$ cat src/rtl/weighted_rr_lock_arbiter.sv
// ============================================================================
// Module   : weighted_rr_lock_arbiter
// Brief    : Round-robin arbiter that locks the grant until done, request
//            drop or a hold limit, with a saturating conflict counter.
// Revision : 1.0 - initial release
// ============================================================================
`default_nettype none

module weighted_rr_lock_arbiter #(
  parameter int N_REQ    = 5,
  parameter int HOLD_MAX = 16,
  parameter int CNT_W    = 16,
  localparam int IW      = (N_REQ > 1) ? $clog2(N_REQ) : 1
) (
  input  logic             clk,
  input  logic             arst_n,
  input  logic [N_REQ-1:0] req,
  input  logic             done,
  output logic [N_REQ-1:0] grant,
  output logic             grant_valid,
  output logic [IW-1:0]    grant_idx,
  output logic             conflict,
  output logic [CNT_W-1:0] conflict_cnt,
  output logic             timeout
);

  localparam int HW = $clog2(HOLD_MAX);

  localparam logic [0:0] S_IDLE  = 1'b0;
  localparam logic [0:0] S_GRANT = 1'b1;

  localparam logic [N_REQ-1:0] c_ONE       = {{(N_REQ-1){1'b0}}, 1'b1};
  localparam logic [IW-1:0]    c_LAST      = IW'(N_REQ - 1);
  localparam logic [HW-1:0]    c_HOLD_LAST = HW'(HOLD_MAX - 1);

  logic [0:0]       r_state;
  logic [IW-1:0]    r_ptr;
  logic [HW-1:0]    r_hold;
  logic [N_REQ-1:0] r_grant;
  logic             r_valid;
  logic [IW-1:0]    r_idx;
  logic             r_timeout;
  logic [CNT_W-1:0] r_cnt;

  logic             w_conflict;
  logic             w_any;
  logic             w_own_req;
  logic             w_limit;
  logic             w_release;
  logic             w_timeout;
  logic [IW-1:0]    w_ptr_inc;
  logic [IW-1:0]    w_arb_ptr;
  logic [N_REQ-1:0] w_mask;
  logic [N_REQ-1:0] w_upper;
  logic [IW-1:0]    w_sel;

  function automatic logic [IW-1:0] f_lowest(input logic [N_REQ-1:0] v);
    f_lowest = '0;
    for (int i = N_REQ - 1; i >= 0; i--) begin
      if (v[i]) f_lowest = i[IW-1:0];
    end
  endfunction

  // Two or more bits set <=> clearing the lowest set bit leaves something.
  assign w_conflict = |(req & (req - c_ONE));
  assign w_any      = |req;

  assign w_own_req  = req[r_idx];
  assign w_limit    = (r_hold == c_HOLD_LAST);
  assign w_release  = (r_state == S_GRANT) && (done || !w_own_req || w_limit);
  assign w_timeout  = (r_state == S_GRANT) && !done && w_own_req && w_limit;
  assign w_ptr_inc  = (r_idx == c_LAST) ? '0 : r_idx + IW'(1);

  // On release the scan already starts past the released requester.
  assign w_arb_ptr  = (r_state == S_GRANT) ? w_ptr_inc : r_ptr;
  assign w_mask     = ~((c_ONE << w_arb_ptr) - c_ONE);
  assign w_upper    = req & w_mask;
  assign w_sel      = (|w_upper) ? f_lowest(w_upper) : f_lowest(req);

  always_ff @(posedge clk or negedge arst_n) begin
    if (!arst_n) begin
      r_state   <= S_IDLE;
      r_ptr     <= '0;
      r_hold    <= '0;
      r_grant   <= '0;
      r_valid   <= 1'b0;
      r_idx     <= '0;
      r_timeout <= 1'b0;
      r_cnt     <= '0;
    end else begin
      r_timeout <= 1'b0;
      if (w_conflict && (r_cnt != {CNT_W{1'b1}})) r_cnt <= r_cnt + CNT_W'(1);

      case (r_state)
        S_IDLE: begin
          if (w_any) begin
            r_state <= S_GRANT;
            r_grant <= c_ONE << w_sel;
            r_valid <= 1'b1;
            r_idx   <= w_sel;
            r_hold  <= '0;
          end
        end
        default: begin
          if (w_release) begin
            r_ptr     <= w_ptr_inc;
            r_timeout <= w_timeout;
            r_hold    <= '0;
            if (w_any) begin
              r_grant <= c_ONE << w_sel;
              r_valid <= 1'b1;
              r_idx   <= w_sel;
            end else begin
              r_state <= S_IDLE;
              r_grant <= '0;
              r_valid <= 1'b0;
              r_idx   <= '0;
            end
          end else begin
            r_hold <= r_hold + HW'(1);
          end
        end
      endcase
    end
  end

  assign grant        = r_grant;
  assign grant_valid  = r_valid;
  assign grant_idx    = r_idx;
  assign timeout      = r_timeout;
  assign conflict     = w_conflict;
  assign conflict_cnt = r_cnt;

endmodule

`default_nettype wire

$ cat config.mk
export PLATFORM = sky130hd
export DESIGN_NAME = weighted_rr_lock_arbiter
export DESIGN_NICKNAME = d
export VERILOG_FILES = /design/src/rtl/weighted_rr_lock_arbiter.sv
export SDC_FILE = /design/constraint.sdc
export NUM_CORES = 1
export LEC_CHECK = 0
export CAP_MARGIN = 20
export CORE_MARGIN = 2
export CORE_UTILIZATION = 45
export CTS_CLUSTER_SIZE = 25
export DETAILED_ROUTE_END_ITERATION = 12
export PLACE_DENSITY = 0.75
export SETUP_SLACK_MARGIN = 0.05
export SYNTH_ARGS = -nofsm -noshare
export SYNTH_HDL_FRONTEND = slang
export SYNTH_SLANG_ARGS = --single-unit
$ cat constraint.sdc
create_clock -name clk -period 3.3 [get_ports clk]
set_input_delay 0.99 -clock clk [delete_from_list [all_inputs] [get_ports clk]]
set_output_delay 0.99 -clock clk [all_outputs]
set_load 0.01 [all_outputs]
* Word level (Yosys, flattened, before mapping)
Index checks and enable logic that the tools add are counted.
Cells by class: add/subtract/negate cells 5, magnitude comparators 1, equal/unequal tests 4, shift-type cells 2, multiplexer cells 34, bitwise logic cells 3, reductions and logical operators 15
Operators with widths (count):
- $mux W3 | 17
- $mux W5 | 4
- $add A16 B1 Y16 const B | 1
- $ne A16 B16 Y1 const B | 1
- $reduce_or A5 Y1 | 3
- $mux W4 | 3
- $and A5 B5 Y5 | 2
- $shl A1 B3 Y5 const A | 2
- $sub A5 B1 Y5 const B | 2
- $mux W1 | 9
- $logic_and A1 B1 Y1 | 5
- $not A5 Y5 | 1
- $add A4 B1 Y4 const B | 1
- $eq A4 B4 Y1 const B | 1
- $lt A3 B4 Y1 const B | 1
- $reduce_and A2 Y1 | 2
- $add A3 B1 Y3 const B | 1
- $bmux W1 S3 | 1
- $eq A3 B3 Y1 const B | 1
- $logic_not A1 Y1 | 2
- $logic_or A1 B1 Y1 | 2
- $ne A2 B1 Y1 const B | 1
- $reduce_bool A2 Y1 | 1
Storage, ports and cells: register bits after elaboration 34, bits of input ports 8, output and inout port bits 27, word-level logic and storage cells 72

* Logic depth before layout (Yosys ltp)
Gate-level depths: netlist of the first run.
word-level depth 17, mapped depth 13

* Worst setup path after synthesis of the first run
OpenSTA, ideal clock, no wires.
path kind register -> register, start point register r_idx[0], in the netlist grant_idx[0], end point register r_grant[0], in the netlist grant[0], setup time 0.095 ns, arrival 2.674 ns, required time 3.205 ns, slack 0.530 ns, cell stages (with the launch flop) 14, path buffers 0, path through dfrtp_1 inv_1 ha_1 or3b_4 a41o_1 nor2b_1 inv_1 ha_1 nand2_1 nand3_1 mux2_2 nand3b_1 o221ai_1 o31ai_1
On the way: longest elaborated chain between the ends 17, elaborated cells between the ends (all ways) 28, classes of those cells add/sub (2); eq/ne (2); shift (2); mux (14); bitwise (2); reduce/logical (6)
RTL lines:
- start, declared | line 41 | logic [IW-1:0] r_idx;
- start signal, assigned | line 100 | r_idx <= w_sel;
- start signal, assigned | line 112 | r_idx <= w_sel;
- $add A3 B1 Y3 / $eq A3 B3 Y1 (equally long branches) | line 72 | assign w_ptr_inc = (r_idx == c_LAST) ? '0 : r_idx + IW'(1);
- $mux W3 | line 72
- $mux W3 | line 75 | assign w_arb_ptr = (r_state == S_GRANT) ? w_ptr_inc : r_ptr;
- $shl A1 B3 Y5 | line 76 | assign w_mask = ~((c_ONE << w_arb_ptr) - c_ONE);
- $sub A5 B1 Y5 | line 76
- $not A5 Y5 | line 76
- $and A5 B5 Y5 | line 77 | assign w_upper = req & w_mask;
- $mux W3 (5 in series) | line 60 | if (v[i]) f_lowest = i[IW-1:0];
- $mux W3 | line 78 | assign w_sel = (|w_upper) ? f_lowest(w_upper) : f_lowest(req);
- $shl A1 B3 Y5 | line 98, 110
- $mux W5 | line 109 | if (w_any) begin
- $mux W5 | line 105 | if (w_release) begin
- $mux W5 | line 94 | case (r_state)
- end signal, assigned | line 98 | r_grant <= c_ONE << w_sel;
- end signal, assigned | line 110 | r_grant <= c_ONE << w_sel;
- end, declared | line 39 | logic [N_REQ-1:0] r_grant;
Parallel ways exist; a longest one is shown, timed or not. The select of a mux whose other input is x is not followed. A chain may end at the register's enable or synchronous reset.

* Worst setup path after layout of the first run
start point input port req[4], end point output port conflict
On the way: longest elaborated chain between the ends 3
RTL lines:
- start, declared | line 17 | input logic [N_REQ-1:0] req,
- $sub A5 B1 Y5 | line 65 | assign w_conflict = |(req & (req - c_ONE));
- $and A5 B5 Y5 (*) | line 65
- $reduce_or A5 Y1 (*) | line 65
- end, declared | line 22 | output logic conflict,
Mark *: on every way between the ends. The rest lies on a longest branch, timed or not.

==> impl_metrics.yaml, run 1 <==
synth:
  ys.flop_type: "dfrtp_1"
  synthDistinctLibCells: 50
  yosysWarnings: 0
  synth_edf_count: 0
  synth-seq-cells: 34
  synth_area_sq_um: 1910
  netlist_instances: 193
  syn_nets: 206
  async_flop_share_pct: 100
  avgSynthCellArea_sq_um: 9.88
  ys_seq_area_share_pct: 44.6
route:
  drt.antenna.violating_nets: 0
  vias: 1611
  viasPerCell: 5.52
  dr.pass1.iters: 4
  drc: 0
  drt_iter0_markers: 73
  drt-wirelength-per-cell_um: 14.4
  wl_mm: 4.22
timing:
  fin_ws_ns: 0.0960
  max_clock_freq_ghz: 0.312
  grt_setup_unrepaired: "false"
  finalCriticalPeriod_ns: 3.20
  post-route-period-util_pct: 97.1
  relSlewSlack_pct: 70.4
  setup_viol: 0
  clock_skew_ns: 0.00955
  finalHoldViolCount: 0
  tightest_slew_ns: 0.439
  report.final.slew_viol_count: 0
global_route:
  grt_pass1_vias: 1625
  grt_max_degree: 35
  antenna_found_initial: 0
  grt_pass1_wl_mm: 7.33
  track_usage_pct: 18.6
  grt_overflow_total: 0
floorplan:
  chipHeight_um: 69.1
  coreArea_sq_um: 4030
  io_pins: 35
  num_rows: 23
  fp.dieArea_sq_um: 4770
  initial_core_util_pct: 47.3
  die_w_um: 69.1
cells_and_area:
  layout_common_cells: "34 x dfrtp_1, 30 x clkdlybuf4s50_1, 25 x nand2_1"
  final_common_cell: "dfrtp_1"
  diodes: 0
  nNetsFinal: 256
  area_growth_pct: 30.2
  instances_no_fill: 292
  drive_gt1_share_pct: 15.3
  fill_cells: 356
  fin_area_sq_um: 2480
status:
  status: "finished, final reports clean"
clock_tree:
  cts_setup_buffers: 0
  clkSinkCount: 34
  insertion_delay_ns: 0.29
  clockRootBuffer: "clkbuf_8"
  cts_buffer_depth: 2
  numCtsBuffers: 5
  cts_tree: "yes"
  cts.htree.levels: 2
  cts.clk_slew.worst_paths_ns: 0.06
critical_path:
  crit_buf_inv: 2
  arrival_ns: 2.21
  slowest_stage: "maj3_1"
  worstPathRequired_ns: 2.31
  criticalPathCategory: "in2out"
  path_cells: "dlygate4sd2_1 -> maj3_1 -> o21a_1 -> o22a_1 -> clkdlybuf4s15_1"
  cp_max_fo: 3
  crit_family: "buffers and inverters"
  end_kind: "output port"
  cp-start-kind: "input port"
  critPathMaxStageDelay_ns: 0.36
pwr:
  powerDensity_nw_per_um2: 840
  power.total_mw: 2.08
  peakVddDrop_mv: 0.585
  p_leak_nw: 1.10
run:
  drv_cap: 0
place:
  gp_congestion: 0.777
  dp.cells: 286
  dp_slack_ns: -0.345
  dpl.hpwl_mm: 3.00
  port_buffers: 34
  dpl_cell_area_sq_um: 2390
worst_hold_path:
  holdCritPathClass: "reg2reg"
==> path summary, 6_finish.rpt <==
check | startpoint | end | slack [ns] | depth (start not counted)
worst max-delay path | req[4] | conflict | 0.1 | 5
worst min-delay path | grant_valid | grant_valid | 0.47 | 2
worst max register to register | grant_idx[1] | grant[0] | 0.28 | 13
worst min register to register | grant_valid | grant_valid | 0.47 | 2
max in group asynchronous | arst_n | conflict_cnt[11] | 1.88 | 2
min in group asynchronous | arst_n | r_ptr[2] | 1.11 | 2
==> layer usage <==
layer | global-route usage, % | routed length, um | vias up
li1 | - | - | 787
met1 | 22.9 | 1890 | 779
met2 | 31.4 | 2040 | 39
met3 | 5.41 | 222 | 6
met4 | 5.88 | 56 | 0
met5 | 0 | 0 | -
==> cells by family (layout without fill, tap and decap cells) <==
group / Yosys count / after routing / synth area share, %
AOI/OAI and AO/OA: 40 / 40 / 17.8
xor gates and xnor gates: 15 / 15 / 6.89
adders and majority gates: 6 / 6 / 3.81
buffers and inverters: 17 / 66 / 3.54
DFF: 34 / 34 / 44.6
muxes: 7 / 7 / 4.07
and+or+nand+nor: 74 / 74 / 19.3
==> through the flow <==
step,utilization (%),hold slack (ns),setup TNS (ns)
detailed placement,59.4,0.467,-0.345
global route,61.6,0.516,0
CTS,61.5,0.483,0
finish,61.6,0.474,0
floorplan,-,0.452,0
global placement,59.4,0.461,-0.364
==> Yosys cell counts (2+ instances only) <==
| master | number | area, sq um |
|---|---|---|
| xor2_1 | 5 | 43.8 |
| a22o_1 | 2 | 17.5 |
| nand2_1 | 25 | 93.8 |
| a21o_1 | 4 | 30.0 |
| nand3_1 | 7 | 35.0 |
| nor2_1 | 14 | 52.6 |
| o21a_1 | 2 | 15.0 |
| buf_2 | 2 | 10.0 |
| o21ai_0 | 9 | 45.0 |
| a21oi_1 | 3 | 15.0 |
| dfrtp_1 | 34 | 851 |
| nand4_1 | 5 | 31.3 |
| nor4_1 | 4 | 25.0 |
| inv_1 | 12 | 45.0 |
| clkbuf_1 | 2 | 7.51 |
| nand2b_1 | 2 | 12.5 |
| nor2b_1 | 4 | 25.0 |
| nor3_1 | 5 | 25.0 |
| mux2_2 | 6 | 67.6 |
| ha_1 | 5 | 62.6 |
| o31ai_1 | 2 | 15.0 |
| o31a_1 | 2 | 17.5 |
| xnor2_1 | 10 | 87.6 |
==> cell type report <==
| type | instances | area [sq um] | area share (%) |
|---|---|---|---|
| sequential | 34 | 851 | 34.3 |
| multi-input combinational | 142 | 1000 | 40.3 |
| inverter | 12 | 45.0 | 1.81 |
| clock buffer | 6 | 82.6 | 3.33 |
| timing repair buffer | 48 | 442 | 17.8 |
| tap | 50 | 62.6 | 2.52 |
==> registers in the layout (all words and copies together), names as in the netlist <==
register      count
conflict_cnt     16
grant             5
grant_idx         3
grant_valid       1
r_hold            4
r_ptr             3
r_state           1
timeout           1
==> where the power goes <==
group	internal [mW]	switching (mW)	leakage, nW	total, mW
clock network	0.161	0.146	0.0431	0.307
registers	0.541	0.120	0.429	0.661
logic	0.559	0.558	0.623	1.12
total	1.26	0.824	1.10	2.08
==> timing repair <==
item / CTS / global route
hold endpoints to repair: 0 / 0
hold buffers: 0 / 0
endpoints found under the setup margin: 1 / 1
resized for setup: 6 / 1
==> worst min-delay path, stage by stage, from the launching register on <==
cell and delay, ns:
dfrtp_1 0.34, nand2_1 0.05, nand2_1 0.05
No activity file was read; power rests on OpenSTA's default activity.
==> inputs of run 2 (changes only) <==
Settings changed: CORE_MARGIN 2 to 5.
==> run 2 against run 1 <==
  * Worst hold slack gained 0.015 ns
  * Setup slack better by 0.11 ns
  * Routed wire length shrank 1.3%
  * First-iteration DRC count fell by 27%
  * Cell count did not move
  * Via count decreased by 1.2%
  * Core utilization is 1.1 points lower
  * Clock power fell by 6%
  * Critical path type unchanged
  * Critical endpoint unchanged
  * Largest cell class unchanged
==> impl_metrics.yaml, run 2 (synthesized netlist as in run 1, its figures left out) <==
status:
  status: "finished, final reports clean"
timing:
  clock_skew_ns: 0.00700
  setup_viol: 0
  finalCriticalPeriod_ns: 3.09
  max_clock_freq_ghz: 0.323
  report.final.slew_viol_count: 0
  finalHoldViolCount: 0
  post-route-period-util_pct: 93.7
  relSlewSlack_pct: 68.1
  tightest_slew_ns: 0.479
  grt_setup_unrepaired: "false"
critical_path:
  cp-start-kind: "input port"
  cp_max_fo: 3
  end_kind: "output port"
  worstPathRequired_ns: 2.31
  worstReg2RegStart: "grant_idx[1]"
  r2r-end: "grant[0]"
  criticalPathCategory: "in2out"
  ff2ff_path_depth: 13
  rrSetupSlack_ns: 0.33
  arrival_ns: 2.10
floorplan:
  fp.dieArea_sq_um: 5640
  num_rows: 23
  initial_core_util_pct: 47.0
  io_pins: 35
  coreArea_sq_um: 4060
  chipHeight_um: 75.1
  die_w_um: 75.1
run:
  drv_cap: 0
pwr:
  p_leak_nw: 1.08
  power.total_mw: 2.05
  power.net_switching_mw: 0.806
  internal_power_mw: 1.24
  peakVddDrop_mv: 0.502
  clockPowerShare_pct: 14.1
  p_comb_share_pct: 53.8
  powerDensity_nw_per_um2: 833
  p_sw_share_pct: 39.4
  power_frac_seq_pct: 32.1
clock_tree:
  cts_buffer_depth: 2
  cts.htree.levels: 2
  cts_resized: 8
  clockRootBuffer: "clkbuf_8"
  insertion_delay_ns: 0.28
  clkSinkCount: 34
  cts.clk_slew.worst_paths_ns: 0.07
  numCtsBuffers: 5
  cts_setup_buffers: 0
  cts_tree: "yes"
  postCtsHoldBufs: 0
cells_and_area:
  final_common_cell: "dfrtp_1"
  utilization_pct: 60.6
  nNetsFinal: 255
  fin_area_sq_um: 2460
  largest_reg_flops: 16
  drive_gt1_share_pct: 14.9
  area_growth_pct: 28.9
  layout_common_cells: "34 x dfrtp_1, 30 x clkdlybuf4s50_1, 25 x nand2_1"
  diodes: 0
place:
  dpl.hpwl_mm: 3.06
  gp_congestion: 0.834
  port_buffers: 34
  dpl_cell_area_sq_um: 2380
global_route:
  antenna_found_initial: 0
  grt_max_degree: 35
  grt_overflow_total: 0
  track_usage_pct: 16.8
  grt_pass1_vias: 1619
  grt_pass1_wl_mm: 7.17
route:
  drc: 0
  wl_mm: 4.16
  drt.antenna.violating_nets: 0
  viasPerCell: 5.45
  vias: 1591
  drt-wirelength-per-cell_um: 14.3
  dr.pass1.iters: 5
  drt_iter0_markers: 53
worst_hold_path:
  holdPathEnd: "r_hold[3]"
  min-delay-start: "r_hold[3]"
  holdCritPathClass: "reg2reg"
  worstHoldPathCells: 1
## run 2: critical path: stages
cell	delay (ns)
dlygate4sd2_1	0.26
or3_1	0.39
o21a_1	0.11
o22a_1	0.19
buf_2	0.15
## run 2: power groups by stage
stage	Clock, mW	Combinational, mW	Sequential [mW]
3_5_place_dp	0	1.11	0.661
3_3_place_gp	0	1.09	0.662
4_1_cts	0.301	1.11	0.656
5_1_grt	0.314	1.23	0.674
6_report	0.289	1.10	0.656
2_1_floorplan	0	0.697	0.689
## run 2: worst max path at each step
stage	to	start	depth (start not counted)
6_report	conflict	req[4]	5
5_1_grt	grant[0]	grant_idx[1]	11
3_3_place_gp	conflict	req[4]	5
4_1_cts	conflict	req[4]	5
2_1_floorplan	grant[0]	grant_idx[0]	13
3_5_place_dp	conflict	req[2]	5
## run 2: per-layer routing
layer | vias up | GRT usage, % | wire length [um]
met3 | 4 | 6.01 | 235
li1 | 783 | - | -
met4 | 0 | 5.93 | 44
met2 | 38 | 26.8 | 1950
met1 | 766 | 21.0 | 1930
met5 | - | 0 | 0
## run 2: layout make-up
| type | instances | area [sq um] |
|---|---|---|
| flip-flops and latches | 34 | 851 |
| repair buffers | 47 | 429 |
| clock buffers | 6 | 72.6 |
| fillers | 358 | 1600 |
| multi-input cells | 142 | 990 |
| inverters | 12 | 45.0 |
| clock inverters | 1 | 7.51 |
| well taps | 50 | 62.6 |
## run 2: through the flow
| stage | cells | hold slack (ns) | setup WS, ns | TNS, ns |
|---|---|---|---|---|
| after floorplan | 193 | 0.452 | 0.530 | 0 |
| after global placement | 285 | 0.461 | -0.377 | -0.377 |
| after detailed placement | 285 | 0.478 | -0.363 | -0.363 |
| after CTS | 292 | 0.492 | 0.203 | 0 |
| after global routing | 292 | 0.519 | 0.0837 | 0 |
| final | 292 | 0.489 | 0.207 | 0 |
